$ cat config.mk
export PLATFORM = sky130hd
export DESIGN_NAME = iomem_bus_ctrl
export DESIGN_NICKNAME = d
export VERILOG_FILES = /design/src/rtl/iomem_bus_ctrl.sv
export SDC_FILE = /design/constraint.sdc
export NUM_CORES = 1
export LEC_CHECK = 0
export ABC_CLOCK_PERIOD_IN_PS = 4900
export CAP_MARGIN = 20
export CORE_MARGIN = 8
export CORE_UTILIZATION = 38
export CTS_CLUSTER_SIZE = 20
export DETAILED_ROUTE_END_ITERATION = 10
export PLACE_DENSITY = 0.91
export SETUP_SLACK_MARGIN = 0.05
export SYNTH_ARGS = -nofsm -noshare
export SYNTH_HDL_FRONTEND = slang
export SYNTH_SLANG_ARGS = --single-unit
export TNS_END_PERCENT = 100
$ cat constraint.sdc
create_clock -name clk -period 4.9 [get_ports clk]
set_input_delay 1.47 -clock clk [delete_from_list [all_inputs] [get_ports clk]]
set_output_delay 1.47 -clock clk [all_outputs]
set_load 0.02 [all_outputs]
$ cat src/rtl/iomem_bus_ctrl.sv
// Registered PicoSoC iomem bus controller: decodes CPU requests onto four peripheral slots.
// Define IOMEM_TIMEOUT_EN to build the ACCESS timeout counter and err_irq/err_addr reporting.
module iomem_bus_ctrl #(
    parameter logic [31:0] SLOT_IDS       = 32'h07_05_04_03,
    parameter int          TIMEOUT_CYCLES = 255
) (
    input  logic         clk,
    input  logic         reset,
    input  logic         m_valid,
    input  logic [31:0]  m_addr,
    input  logic [3:0]   m_wstrb,
    input  logic [31:0]  m_wdata,
    output logic         m_ready,
    output logic [31:0]  m_rdata,
    output logic [3:0]   s_valid,
    output logic [31:0]  s_addr,
    output logic [3:0]   s_wstrb,
    output logic [31:0]  s_wdata,
    input  logic [3:0]   s_ready,
    input  logic [127:0] s_rdata,
    output logic         err_irq,
    output logic [31:0]  err_addr
);

    typedef enum logic [1:0] {IDLE, ACCESS, DONE} state_t;

    state_t      r_state;
    state_t      w_nextState;
    logic [1:0]  r_slot;
    logic [1:0]  w_hitSlot;
    logic        w_hit;
    logic        w_slotReady;
    logic [31:0] w_slotData;
    logic        w_timeout;

    if (TIMEOUT_CYCLES < 1 || TIMEOUT_CYCLES > 65535) begin : g_badTimeout
        $error("TIMEOUT_CYCLES must be in 1..65535");
    end

    // Descending scan so the lowest-numbered slot wins if two IDs collide.
    always_comb begin
        w_hit     = 1'b0;
        w_hitSlot = 2'd0;
        for (int n = 3; n >= 0; n--) begin
            if (m_addr[31:24] == SLOT_IDS[8*n +: 8]) begin
                w_hit     = 1'b1;
                w_hitSlot = 2'(n);
            end
        end
    end

    assign w_slotReady = s_ready[r_slot];
    assign w_slotData  = s_rdata[{r_slot, 5'b00000} +: 32];

    always_ff @(posedge clk or posedge reset) begin
        if (reset) begin
            r_state <= IDLE;
        end else begin
            r_state <= w_nextState;
        end
    end

    always_comb begin
        w_nextState = r_state;
        case (r_state)
            IDLE:    if (m_valid) w_nextState = w_hit ? ACCESS : DONE;
            ACCESS:  if (w_slotReady || w_timeout) w_nextState = DONE;
            DONE:    w_nextState = IDLE;
            default: w_nextState = IDLE;
        endcase
    end

    always_ff @(posedge clk or posedge reset) begin
        if (reset) begin
            r_slot  <= 2'd0;
            s_valid <= 4'b0000;
            s_addr  <= 32'h0;
            s_wstrb <= 4'h0;
            s_wdata <= 32'h0;
            m_ready <= 1'b0;
            m_rdata <= 32'h0;
        end else begin
            m_ready <= 1'b0;
            case (r_state)
                IDLE: begin
                    if (m_valid) begin
                        s_addr  <= m_addr;
                        s_wstrb <= m_wstrb;
                        s_wdata <= m_wdata;
                        if (w_hit) begin
                            r_slot  <= w_hitSlot;
                            s_valid <= 4'b0001 << w_hitSlot;
                        end else begin
                            m_rdata <= 32'h0;
                            m_ready <= 1'b1;
                        end
                    end
                end
                ACCESS: begin
                    // A slave answering in the final allowed cycle beats the timeout.
                    if (w_slotReady) begin
                        m_rdata <= w_slotData;
                        s_valid <= 4'b0000;
                        m_ready <= 1'b1;
                    end else if (w_timeout) begin
                        m_rdata <= 32'hFFFF_FFFF;
                        s_valid <= 4'b0000;
                        m_ready <= 1'b1;
                    end
                end
                default: ;
            endcase
        end
    end

`ifdef IOMEM_TIMEOUT_EN
    logic [15:0] r_count;

    assign w_timeout = (r_state == ACCESS) && !w_slotReady &&
                       (r_count == 16'(TIMEOUT_CYCLES - 1));

    // Counter idles at zero, so it is already cleared on entry to ACCESS.
    always_ff @(posedge clk or posedge reset) begin
        if (reset) begin
            r_count  <= 16'h0;
            err_irq  <= 1'b0;
            err_addr <= 32'h0;
        end else begin
            err_irq <= w_timeout;
            if (w_timeout) begin
                err_addr <= s_addr;
            end
            if (r_state == ACCESS) begin
                r_count <= r_count + 16'h1;
            end else begin
                r_count <= 16'h0;
            end
        end
    end
`else
    assign w_timeout = 1'b0;
    assign err_irq   = 1'b0;
    assign err_addr  = 32'h0;
`endif

endmodule

==> reports/results.ini <==
[synthesis]
synth_top_flop_cell=dfrtp_1
ys_types=35
synth-seq-area-share=0.488
synth-edff-count=0
syn_inst=371
avgSynthCellArea_um2=15.1
post-synth-top-area-cell=dfrtp_1
synth_warnings=0
synth.cell_area_um2=5590
synth_area_leaders=dfrtp_1 49%, mux2_2 15%, mux4_2 13%, mux2_4 7.8%, buf_4 4.4%
ys_ff_latch=109
synth_top_area_frac=0.488
async_flop_share=1.00

[worst_setup_path]
r2r_cells=6
slowest_delay_ps=640
arrival_ps=3730
start_kind=input pin
end_kind=flip-flop
critPathBufInv=2
critical-path-top-delay-family=buffers and inverters
cp_max_fo=33
crit_start=m_valid
r2r_slack_ps=2090
critical_path_class=in2reg
cp_slowest_cell=nor3b_2
crit_end=m_rdata[19]
path_cells=clkdlybuf4s50_1, nor3b_2, a2bb2oi_4, buf_4, mux2_2
cp_num_cells=5
crit_required_ps=5130
regToRegEndpoint=m_rdata[19]
r2r-start=r_slot[1]

[sta]
tightest_slew_ps=724
slew_headroom=0.515
fin_ws_ps=1400
finalCriticalPeriod_ps=3500
rsz0062_at_grt=no
tns_ps=0
skew_ps=7.70
setup_violations=0
holdWs_ps=509
fin_crit_sh=0.715
hold_violations=0
fmax_mhz=285
slew_viol_final=0

[route]
wl_met3_um=1760
drt_first_pass_iters=4
vias=4182
routed.top_layer=met4
wl_met1_um=6300
met2_wirelength_um=9570
drt-total-wl_um=17900
wl_per_cell_um=20.9
remaining_drc_errors=0
ant_nets=0
drtIter0Drc=128
viasPerCell=4.87

[pwr]
power.density_nw_per_um2=282
max-vdd-ir-drop_v=0.000256
p_leak_uw=0.00368

[die]
fp.dieArea_um2=18800
start_util=0.386
placementRows=44
die_w_um=137
core_area_um2=14500
die_h_um=137
ios=341

[placed_design]
placed_cells=842
hpwl_um=14500
gp_congestion=0.773
pre_cts_ws_ps=1020
dpl_cell_area_um2=8710
numPortBuffers=307

[final_layout]
layout-drive-gt1-share=0.242
multi_input_area_um2=2600
register_area_um2=2730
nFillCells=1134
insertedDiodeCount=0
stdcell_area_um2=8990
fin_cells=858
area_growth_pct=60.8
nets=872

[global_routing]
gr-total-overflow=0
antenna_found_initial=0
first_global_vias=4781
grt_pass1_wl_um=26500
grt_max_degree=68
track_usage=0.182

[hold_path]
worstHoldPathType=reg2reg

[run_status]
status=finished, final reports clean

[clock_network]
cts_tree=built
clock_latency_ps=350
cts_resized=0
h-tree-depth=3
numCtsBuffers=9
cts.sinks=109
clk_path_buf_depth=2
post-cts-setup-buffer-count=0
clk_pin_slew_ps=70
hold_buffers=0
cts_root_buf=clkbuf_16

[job]
drv_cap=0

==> cell usage in the layout (no fill, tap or decap), types with 2 or more instances in the layout <==
| cell | synthesis | routed |
|---|---|---|
| mux2_4 | 29 | 29 |
| conb_1 | 1 | 33 |
| nor2_1 | 3 | 3 |
| buf_12 | 0 | 2 |
| nor2b_1 | 33 | 33 |
| inv_6 | 0 | 2 |
| mux2i_1 | 5 | 5 |
| clkinvlp_4 | 0 | 3 |
| mux2_2 | 73 | 73 |
| buf_4 | 33 | 4 |
| a22o_1 | 2 | 2 |
| dfrtp_1 | 109 | 108 |
| clkdlybuf4s50_1 | 0 | 307 |
| inv_1 | 3 | 2 |
| clkbuf_16 | 0 | 9 |
| and3_1 | 2 | 2 |
| o21ai_0 | 2 | 2 |
| mux4_2 | 32 | 32 |
==> where the power goes <==
part	switching, µW	internal [µW]
clock network	332	348
logic	339	469
registers	52.2	995
total	723	1810
==> layer usage <==
layer  vias to the layer above  GRT usage
li1                       1870          -
met1                      2101      0.190
met2                       192      0.334
met3                        19     0.0740
met4                         0     0.0422
met5                         -          0
==> sequential cells by signal, summed over array words and instances, names as in the netlist <==
name and count:
m_rdata 32, s_addr 32, s_wdata 32, s_valid 4, s_wstrb 4, r_slot 2
r_state 2, m_ready 1
==> through the flow <==
step	util	power, µW
floorplan	-	1480
global placement	0.602	1850
detailed placement	0.602	1880
CTS	0.621	2570
global route	0.621	2660
finish	0.621	2530
==> cells by family after synthesis <==
group	after synthesis	synth area share
mux	139	0.363
flops	109	0.488
buf+inv	61	0.0696
simple gates	47	0.0546
compound gates	13	0.0228
xor+xnor	1	0.00157
other cells	1	0.000671
==> worst min path at each step <==
stage	endpoint	slack [ps]	cells past startpoint	from
6_report	s_wdata[14]	510	1	s_wdata[14]
5_1_grt	s_wdata[31]	520	1	s_wdata[31]
4_1_cts	s_wdata[19]	510	1	s_wdata[19]
3_5_place_dp	s_wdata[19]	500	1	s_wdata[19]
3_3_place_gp	s_valid[1]	480	1	s_valid[1]
2_1_floorplan	s_valid[2]	610	2	s_valid[2]
==> cell type report <==
class,count,area share
clock buffers,10,0.0255
inverters,3,0.00153
repair buffers,313,0.350
clock inverters,6,0.00501
well taps,184,0.0256
flip-flops and latches,109,0.304
multi-input cells,233,0.289
==> Yosys cell counts, types with 2 or more instances <==
cell type    n
mux2i_1      5
buf_1        2
nor2_1       3
inv_1        3
a22o_1       2
mux4_2      32
mux2_2      73
o21ai_0      2
buf_2       11
clkbuf_1     9
and3_1       2
mux2_4      29
nor2b_1     33
buf_6        3
buf_4       33
nor3b_1      2
dfrtp_1    109
Power figures use the tool's default switching activity.
